===== src/rtl/fetch_seq_if.sv =====
// Instruction-memory and downstream instruction handshake bundle for fetch_seq.
// master = the sequencer, slave = memory/decoder side.
interface fetch_seq_if;
    logic        imem_req;
    logic [63:0] imem_addr;
    logic        imem_ack;
    logic [7:0]  imem_rdata;
    logic [79:0] instr;
    logic        instr_valid;
    logic        instr_ready;
    logic [63:0] pc_out;
    logic [63:0] valp_out;
    logic        next_pc_vld;
    logic [63:0] next_pc;

    modport master (
        output imem_req, imem_addr, instr, instr_valid, pc_out, valp_out,
        input  imem_ack, imem_rdata, instr_ready, next_pc_vld, next_pc
    );

    modport slave (
        input  imem_req, imem_addr, instr, instr_valid, pc_out, valp_out,
        output imem_ack, imem_rdata, instr_ready, next_pc_vld, next_pc
    );
endinterface


===== src/rtl/fetch_seq.sv =====
// Y86-64 fetch sequencer: byte-wise instruction fetch, 80-bit window, PC advance.
// Optional FETCH_PERF_EN adds handoff and memory-stall counters.
module fetch_seq #(
    parameter logic [63:0] MEM_LIMIT = 64'd1023,
    parameter logic [63:0] RESET_PC  = 64'd0
) (
    input  logic        clk,
    input  logic        reset,
    input  logic        start,
    input  logic [63:0] start_pc,
    fetch_seq_if.master bus,
    output logic        busy,
    output logic        halted,
    output logic        mem_err,
    output logic        instr_err
`ifdef FETCH_PERF_EN
    ,
    output logic [31:0] perf_instr_cnt,
    output logic [31:0] perf_stall_cnt
`endif
);
    typedef enum logic [2:0] {S_IDLE, S_FETCH, S_PRESENT, S_HALT, S_ERR} state_t;

    state_t      state_reg;
    logic [63:0] pc_reg;
    logic [3:0]  idx_reg;
    logic [3:0]  len_reg;
    logic        req_reg;
    logic [63:0] addr_reg;
    logic [63:0] pc_out_reg;
    logic [63:0] valp_reg;
    logic        halted_reg;
    logic        mem_err_reg;
    logic        instr_err_reg;
    logic [79:0] instr_w;

    function automatic logic [3:0] len_of(input logic [3:0] icode);
        case (icode)
            4'h0, 4'h1, 4'h9:       len_of = 4'd1;
            4'h2, 4'h6, 4'hA, 4'hB: len_of = 4'd2;
            4'h7, 4'h8:             len_of = 4'd9;
            4'h3, 4'h4, 4'h5:       len_of = 4'd10;
            default:                len_of = 4'd1;
        endcase
    endfunction

    logic [63:0] fetch_addr;
    logic [3:0]  icode_now;
    logic [3:0]  byte_len;
    logic        last_byte;
    logic        byte_wr;
    logic        handoff;
    logic        is_halt;
    logic        lane_clr;

    assign fetch_addr = pc_reg + {60'd0, idx_reg};
    assign icode_now  = bus.imem_rdata[7:4];
    // Byte 0 supplies the length in the same cycle it arrives.
    assign byte_len   = (idx_reg == 4'd0) ? len_of(icode_now) : len_reg;
    assign last_byte  = (4'(idx_reg + 4'd1) == byte_len);
    assign byte_wr    = (state_reg == S_FETCH) && req_reg && bus.imem_ack;
    assign handoff    = (state_reg == S_PRESENT) && bus.instr_ready;
    assign is_halt    = (instr_w[7:4] == 4'h0);
    assign lane_clr   = ((state_reg == S_IDLE) && start) || (handoff && !is_halt);

    genvar gi;
    generate
        for (gi = 0; gi < 10; gi++) begin : g_lane
            logic [7:0] lane_reg;
            always_ff @(posedge clk) begin
                if (reset || lane_clr)
                    lane_reg <= '0;
                else if (byte_wr && idx_reg == 4'(gi))
                    lane_reg <= bus.imem_rdata;
            end
            assign instr_w[8*gi +: 8] = lane_reg;
        end
    endgenerate

    always_ff @(posedge clk) begin
        if (reset) begin
            state_reg     <= S_IDLE;
            pc_reg        <= RESET_PC;
            idx_reg       <= '0;
            len_reg       <= '0;
            req_reg       <= 1'b0;
            addr_reg      <= '0;
            pc_out_reg    <= '0;
            valp_reg      <= '0;
            halted_reg    <= 1'b0;
            mem_err_reg   <= 1'b0;
            instr_err_reg <= 1'b0;
        end else begin
            case (state_reg)
                S_IDLE: begin
                    if (start) begin
                        pc_reg    <= start_pc;
                        idx_reg   <= '0;
                        state_reg <= S_FETCH;
                    end
                end
                S_FETCH: begin
                    if (!req_reg) begin
                        // Address is checked before a request ever goes out.
                        if (fetch_addr > MEM_LIMIT) begin
                            mem_err_reg <= 1'b1;
                            state_reg   <= S_ERR;
                        end else begin
                            req_reg  <= 1'b1;
                            addr_reg <= fetch_addr;
                        end
                    end else if (bus.imem_ack) begin
                        req_reg <= 1'b0;
                        if (idx_reg == 4'd0)
                            len_reg <= len_of(icode_now);
                        if (idx_reg == 4'd0 && icode_now > 4'hB) begin
                            instr_err_reg <= 1'b1;
                            state_reg     <= S_ERR;
                        end else if (last_byte) begin
                            pc_out_reg <= pc_reg;
                            valp_reg   <= pc_reg + {60'd0, byte_len};
                            state_reg  <= S_PRESENT;
                        end else begin
                            idx_reg <= 4'(idx_reg + 4'd1);
                        end
                    end
                end
                S_PRESENT: begin
                    if (bus.instr_ready) begin
                        if (is_halt) begin
                            halted_reg <= 1'b1;
                            state_reg  <= S_HALT;
                        end else begin
                            pc_reg    <= bus.next_pc_vld ? bus.next_pc : valp_reg;
                            idx_reg   <= '0;
                            state_reg <= S_FETCH;
                        end
                    end
                end
                default: ;
            endcase
        end
    end

`ifdef FETCH_PERF_EN
    logic [31:0] perf_instr_reg;
    logic [31:0] perf_stall_reg;

    // Requests only exist in FETCH and handoffs only in PRESENT, so both freeze in HALT/ERR.
    always_ff @(posedge clk) begin
        if (reset) begin
            perf_instr_reg <= '0;
            perf_stall_reg <= '0;
        end else begin
            if (handoff && perf_instr_reg != 32'hFFFF_FFFF)
                perf_instr_reg <= perf_instr_reg + 32'd1;
            if (req_reg && !bus.imem_ack && perf_stall_reg != 32'hFFFF_FFFF)
                perf_stall_reg <= perf_stall_reg + 32'd1;
        end
    end

    assign perf_instr_cnt = perf_instr_reg;
    assign perf_stall_cnt = perf_stall_reg;
`endif

    assign bus.imem_req    = req_reg;
    assign bus.imem_addr   = addr_reg;
    assign bus.instr       = instr_w;
    assign bus.instr_valid = (state_reg == S_PRESENT);
    assign bus.pc_out      = pc_out_reg;
    assign bus.valp_out    = valp_reg;
    assign busy            = (state_reg == S_FETCH) || (state_reg == S_PRESENT);
    assign halted          = halted_reg;
    assign mem_err         = mem_err_reg;
    assign instr_err       = instr_err_reg;
endmodule

===== src/flat_wrapper.sv =====
// flat-port wrapper written by rule: the top's interface ports become plain ports
module fetch_seq_flat 
#(
    parameter logic [63:0] MEM_LIMIT = 64'd1023,
    parameter logic [63:0] RESET_PC  = 64'd0
)
  (clk, reset, start, start_pc, busy, halted, mem_err, instr_err, bus_imem_req, bus_imem_addr, bus_instr, bus_instr_valid, bus_pc_out, bus_valp_out, bus_imem_ack, bus_imem_rdata, bus_instr_ready, bus_next_pc_vld, bus_next_pc);
  fetch_seq_if bus_i ();
  input  logic clk;
  input  logic reset;
  input  logic start;
  input  logic [63:0] start_pc;
  output logic busy;
  output logic halted;
  output logic mem_err;
  output logic instr_err;
  output wire logic [$bits(bus_i.imem_req)-1:0] bus_imem_req;
  output wire logic [$bits(bus_i.imem_addr)-1:0] bus_imem_addr;
  output wire logic [$bits(bus_i.instr)-1:0] bus_instr;
  output wire logic [$bits(bus_i.instr_valid)-1:0] bus_instr_valid;
  output wire logic [$bits(bus_i.pc_out)-1:0] bus_pc_out;
  output wire logic [$bits(bus_i.valp_out)-1:0] bus_valp_out;
  input wire logic [$bits(bus_i.imem_ack)-1:0] bus_imem_ack;
  input wire logic [$bits(bus_i.imem_rdata)-1:0] bus_imem_rdata;
  input wire logic [$bits(bus_i.instr_ready)-1:0] bus_instr_ready;
  input wire logic [$bits(bus_i.next_pc_vld)-1:0] bus_next_pc_vld;
  input wire logic [$bits(bus_i.next_pc)-1:0] bus_next_pc;
  assign bus_imem_req = bus_i.imem_req;
  assign bus_imem_addr = bus_i.imem_addr;
  assign bus_instr = bus_i.instr;
  assign bus_instr_valid = bus_i.instr_valid;
  assign bus_pc_out = bus_i.pc_out;
  assign bus_valp_out = bus_i.valp_out;
  assign bus_i.imem_ack = bus_imem_ack;
  assign bus_i.imem_rdata = bus_imem_rdata;
  assign bus_i.instr_ready = bus_instr_ready;
  assign bus_i.next_pc_vld = bus_next_pc_vld;
  assign bus_i.next_pc = bus_next_pc;
  fetch_seq #(.MEM_LIMIT(MEM_LIMIT), .RESET_PC(RESET_PC)) u_core (.clk(clk), .reset(reset), .start(start), .start_pc(start_pc), .bus(bus_i), .busy(busy), .halted(halted), .mem_err(mem_err), .instr_err(instr_err));
endmodule

===== config.mk =====
export PLATFORM = sky130hd
export DESIGN_NAME = fetch_seq_flat
export DESIGN_NICKNAME = d
export VERILOG_FILES = /design/src/rtl/fetch_seq_if.sv /design/src/rtl/fetch_seq.sv /design/src/flat_wrapper.sv
export SDC_FILE = /design/constraint.sdc
export NUM_CORES = 1
export LEC_CHECK = 0
export CORE_UTILIZATION = 60
export DETAILED_ROUTE_END_ITERATION = 8
export DONT_BUFFER_PORTS = 1
export PLACE_DENSITY = 0.83
export SYNTH_ARGS = -nofsm -noshare
export SYNTH_HDL_FRONTEND = slang
export SYNTH_SLANG_ARGS = --single-unit

===== constraint.sdc =====
create_clock -name clk -period 4.22 [get_ports clk]
set_input_delay 0.422 -clock clk [delete_from_list [all_inputs] [get_ports clk]]
set_output_delay 0.422 -clock clk [all_outputs]
set_load 0.03 [all_outputs]

Yosys cells after proc, flatten, opt, wreduce, memory -nomap -nowiden:

Memory sizes are Yosys's and may differ from the RTL's. A register that Yosys moved wholly into a read port is not among the register bits.
Cells that the tools add are included.
W data, S select, Z words.

* add/sub/neg operators: 3
* order comparisons: 2
* equality and inequality tests: 22
* mux-type cells: 26
* bitwise operators: 3
* reduce and logical (&&, ||, !) cells: 34

Operators with widths (number)
* $mux W64: 4
* $add A64 B4 Y64: 2
* $pmux W64 S2: 1
* $gt A64 B10 Y1 const B: 1
* $mux W4: 8
* $mux W3: 7
* $eq A4 B3 Y1 const B: 4
* $logic_and A1 B1 Y1: 16
* $pmux W4 S3: 1
* $reduce_and A4 Y1: 3
* $ne A2 B2 Y1 const B: 5
* $pmux W3 S3: 1
* $reduce_and A3 Y1: 3
* $eq A4 B2 Y1 const B: 2
* $eq A4 B4 Y1 const B: 2
* $logic_not A4 Y1: 2
* $reduce_and A8 Y1: 1
* $reduce_and A6 Y1: 1
* $reduce_and A5 Y1: 1
* $add A4 B1 Y4 const B: 1
* $eq A4 B1 Y1 const B: 1
* $eq A4 B4 Y1: 1
* $gt A4 B4 Y1 const B: 1
* $ne A2 B1 Y1 const B: 2
* 13 further kinds: 19

* register bits after elaboration: 351
* memory bits (read-only): 96
* input port bits: 142
* output and inout port bits: 278
* word-level logic and storage cells: 113
* memories kept: 2

Memory list
* (name not given): words 16, bits a word 3, rd ports 1, clocked after memory_dff 1, wr ports 0, line fetch_seq.sv:38 `case (icode)`
* (name not given): words 16, bits a word 3, rd ports 1, clocked after memory_dff 0, wr ports 0, line fetch_seq.sv:38

Depth between registers and ports, before layout:

* depth after elaboration: 8
* depth in mapped cells: 16
* gate-level depth less buffers: 15

Least setup slack after synthesis:

OpenSTA, ideal clock, no wires.

* path type: flip-flop to flip-flop
* start point: reg u_core.idx_reg[0]
* end point: reg u_core.addr_reg[1] (netlist: u_core.bus.imem_addr[1])
* setup time: 0.070 ns
* data arrival time: 3.498 ns
* required time: 4.150 ns
* slack: 0.652 ns
* stages on the path, launching flop included: 14
* buffers on the path: 1
* clock period less this slack: 3.568 ns
* cells stage by stage: dfxtp_1 > ha_1 > inv_1 > fa_1 > nor2b_1 > o2111a_1 > clkbuf_1 > nand2_1 > o21a_1 > nor4_1 > nand4_1 > or4_4 > or3_1 > a21oi_1

* longest elaborated chain between the ends: 4

Ends and longest elaborated chain
* start: declaration: line fetch_seq.sv:26 `logic [3:0] idx_reg;`
* start signal: assignment: line fetch_seq.sv:124 `idx_reg <= 4'(idx_reg + 4'd1);`
* $add A64 B4 Y64 (*): line fetch_seq.sv:56 `assign fetch_addr = pc_reg + {60'd0, idx_reg};`
* $gt A64 B10 Y1: line fetch_seq.sv:105 `if (fetch_addr > MEM_LIMIT) begin`
* $not A1 Y1 (no source line)
* $reduce_and A3 Y1 (no source line)
* end signal: assignment: line fetch_seq.sv:110 `addr_reg <= fetch_addr;`
* end: declaration: line fetch_seq.sv:29 `logic [63:0] addr_reg;`

Mark *: on every way between the ends. The rest lies on a longest branch, timed or not.
A chain may end at the register's enable or synchronous reset.

Final worst setup path:

* start point: reg u_core.idx_reg[1]
* end point: reg u_core.valp_reg[33] (netlist: u_core.bus.valp_out[33])

* longest elaborated chain between the ends: 4
* elaborated cells between the ends (all ways): 8
* those cells by class: add/sub: 2; eq/ne: 1; mux: 1; bitwise: 1; reduce/logical: 3

Ends and longest elaborated chain
* branches (longest 4 deep; another with $add A64 B4 Y64)
* end signal: assignment: line fetch_seq.sv:121 `valp_reg <= pc_reg + {60'd0, byte_len};`
* end: declaration: line fetch_seq.sv:31 `logic [63:0] valp_reg;`

Parallel ways; which one is timed is not known.

==> results.py <==
metrics = {
    "logic_synthesis": {
        "synth_cells": 2073,
        "ys_seq_area_share_pct": 42.48,
        "yosys_warnings": 0,
        "synth_area_per_cell_um2": 7.957,
        "synth_flop_cell": "dfxtp_1",
        "ys_seq_elements": 350,
        "netlist_area_um2": 16490,
        "ys_async_sr_fraction_pct": 0,
        "synth_fp_nets": 2228,
        "synth_cell_types": 61,
        "synth-edff-count": 0,
    },
    "sta": {
        "setup-tns-final_ns": 0,
        "setup-violations-final": 0,
        "fmax_mhz": 248.6,
        "hold_slack_ns": 0.03631,
        "drv_slew": 0,
        "rsz0062_at_grt": "false",
        "tightest_slew_ns": 0.8796,
        "finClkSkew_ns": 0.02000,
        "report.final.hold_viol_count": 0,
        "min_period_over_period_pct": 95.31,
        "slew_headroom_pct": 41.36,
        "period_minus_slack_ns": 4.022,
    },
    "worst_setup_path": {
        "start_kind": "flop",
        "worstPathRequired_ns": 4.64,
        "critPathCaptureType": "flop",
        "r2r-start": "u_core.idx_reg[1]$_SDFFE_PP0P_",
        "critPathArrivalTime_ns": 4.44,
        "critPathKind": "reg2reg",
        "worst-path-max-fanout": 7,
        "critical_path.startpoint": "u_core.idx_reg[1]$_SDFFE_PP0P_",
    },
    "floorplanning": {
        "floorplan.initialDensity_pct": 61.20,
        "die_h_um": 167.8,
        "io_pins": 420,
        "fp.dieW_um": 167.8,
        "core_um2": 26950,
        "placementRows": 60,
        "die_area_um2": 28160,
    },
    "clocking": {
        "htree_levels": 2,
        "numCtsBuffers": 36,
        "cts_root_buf": "clkbuf_16",
        "cts_tree": "built",
        "clock_path_buffers": 3,
        "path_clk_slew_ns": 0.07,
        "cts_sinks": 350,
        "clk_latency_ns": 0.53,
        "cts_setup_buffers": 0,
    },
    "route": {
        "drt-wirelength-per-cell_um": 22.21,
        "postRouteAntennaNets": 0,
        "remaining_drc_errors": 0,
        "drt_first_pass_iters": 5,
        "drt_iter0_markers": 1643,
        "routed_wl_um": 52630,
        "via_per_inst": 6.476,
        "vias": 15350,
    },
    "cells_and_area": {
        "layout-area-overhead-vs-synth_pct": 9.558,
        "largest_reg_flops": 80,
        "layout-drive-gt1-share_pct": 8.526,
        "fill_cells": 2230,
        "stdcell_area_um2": 18070,
        "fin_cells": 2370,
        "fin_nets": 2160,
        "diodes": 0,
    },
    "power_and_ir_drop": {
        "peakVddDrop_v": 0.0003086,
        "power_leakage_nw": 6.155,
        "powerDensity_nw_per_um2": 414.0,
    },
    "hold_path": {
        "min_from": "bus_imem_rdata[4]",
        "hp-class": "in2reg",
    },
    "place": {
        "dpl_cell_area_um2": 16860,
        "dp_hpwl_um": 37160,
        "place.port_buffers": 0,
        "dp.cells": 2306,
        "place_congestion": 0.9676,
    },
    "global_route": {
        "grt-ovfl-total": 0,
        "grt_pass1_wl_um": 79780,
        "antenna_found_initial": 0,
        "grt_max_degree": 183,
        "grt_usage_pct": 35.63,
        "grt_pass1_vias": 14100,
    },
    "run": {
        "cap_viol_max_count": 0,
    },
    "run_status": {
        "status": "finished clean",
    },
}
## logic make-up (layout without fill, tap and decap cells)
group           after synthesis  after routing  synth area share [%]
simple gates                909            909                 25.82
compound gates              416            416                 15.42
fa+ha+maj                    13             13                 1.077
xor+xnor                    100            100                 5.310
flops                       350            350                 42.48
mux                          84             84                 5.120
buf+inv                     201            157                 4.771
## metrics by stage
step	power (mW)	setup slack, ns	utilization, %
after global placement	4.363	0.3906	62.57
after detailed placement	4.378	0.2162	62.57
after floorplan	4.184	0.6519	-
after CTS	7.477	0.1713	66.97
after global routing	7.703	0.03091	67.05
final	7.481	0.1981	67.05
## timing repair
| action | in CTS | in global routing |
|---|---|---|
| hold buffers | 2 | 0 |
| hold endpoints to repair | 35 | 0 |
| setup endpoints to repair | 0 | 62 |
| resized for setup | 0 | 5 |
## path summary, 6_finish.rpt
check / end / slack, ns / cells past startpoint
max: u_core.bus.valp_out[33]$_SDFFE_PP0P_ / 0.20 / 15
min: u_core.g_lane[3].lane_reg[4]$_SDFFE_PP0P_ / 0.04 / 2
max reg2reg: u_core.bus.valp_out[33]$_SDFFE_PP0P_ / 0.20 / 15
min reg2reg: u_core.len_reg[3]$_SDFFE_PP0P_ / 0.51 / 2
## synth_stat cells, types with 4 or more instances
cell type,number,area share (%)
a21o_1,6,0.27
and2_1,63,2.4
a21oi_1,215,6.5
o21ai_0,22,0.67
o31a_1,4,0.21
dfxtp_1,350,42
nor3_1,35,1.1
nand2b_1,4,0.15
nor2_1,279,6.3
a31oi_1,11,0.42
nand2_1,273,6.2
nor4_1,33,1.3
inv_1,13,0.30
buf_4,6,0.27
or2_2,8,0.30
buf_1,12,0.27
nand4_1,52,2.0
a211oi_1,131,6.0
and4_1,10,0.53
ha_1,11,0.83
xor2_1,39,2.1
clkbuf_1,162,3.7
mux2i_1,81,4.9
xnor2_1,61,3.2
or3_1,9,0.34
and3_1,9,0.34
nand3_1,101,3.1
buf_2,8,0.24
or4_1,11,0.50
## area by class of cell
cell class / instances / area (um^2) / area share, %
clock buffers: 46 / 998.5 / 5.525
repair buffers: 82 / 680.7 / 3.767
flip-flops and latches: 350 / 7008 / 38.78
multi-input cells: 1522 / 8751 / 48.42
clock inverters: 16 / 157.7 / 0.8724
well taps: 341 / 426.7 / 2.361
inverters: 13 / 48.80 / 0.2700
## power breakdown
| part | switching, mW | internal (mW) |
|---|---|---|
| clock network | 1.33 | 1.81 |
| logic | 0.493 | 0.311 |
| registers | 0.163 | 3.38 |
## worst max-delay path: stages (launching register included)
cell and delay [ns]:
dfxtp_1 0.36, inv_1 0.16, ha_1 0.19, or3b_2 0.50
a211oi_1 0.30, a21o_1 0.21, ha_1 0.18, a21o_1 0.11
a31o_2 0.22, nand3_2 0.17, or2_2 0.43, nor3_1 0.36
buf_4 0.23, nand2_1 0.07, xor2_1 0.16, a211oi_1 0.26
## cell usage in the layout (no fill, tap or decap), drive strengths merged, types with 3 or more instances in the layout
| cell | n |
|---|---|
| a211oi | 132 |
| a21o | 6 |
| a21oi | 215 |
| a31oi | 11 |
| and2 | 64 |
| and3 | 9 |
| and4 | 10 |
| buf | 81 |
| clkbuf | 46 |
| clkinv | 10 |
| dfxtp | 350 |
| ha | 11 |
| inv | 15 |
| mux2 | 3 |
| mux2i | 81 |
| nand2 | 273 |
| nand2b | 4 |
| nand3 | 101 |
| nand4 | 56 |
| nor2 | 279 |
| nor2b | 3 |
| nor3 | 35 |
| nor3b | 3 |
| nor4 | 34 |
| o21ai | 22 |
| o22ai | 3 |
| o31a | 4 |
| o31ai | 3 |
| or2 | 9 |
| or3 | 10 |
| or4 | 13 |
| xnor2 | 61 |
| xor2 | 39 |
## metal layers
| layer | global-route usage, % | share of wire (%) |
|---|---|---|
| met1 | 45.66 | 40 |
| met2 | 58.04 | 46 |
| met3 | 8.322 | 9.8 |
| met4 | 14.16 | 3.9 |
| met5 | 0 | 0 |
(Power assumes the default switching activity.)
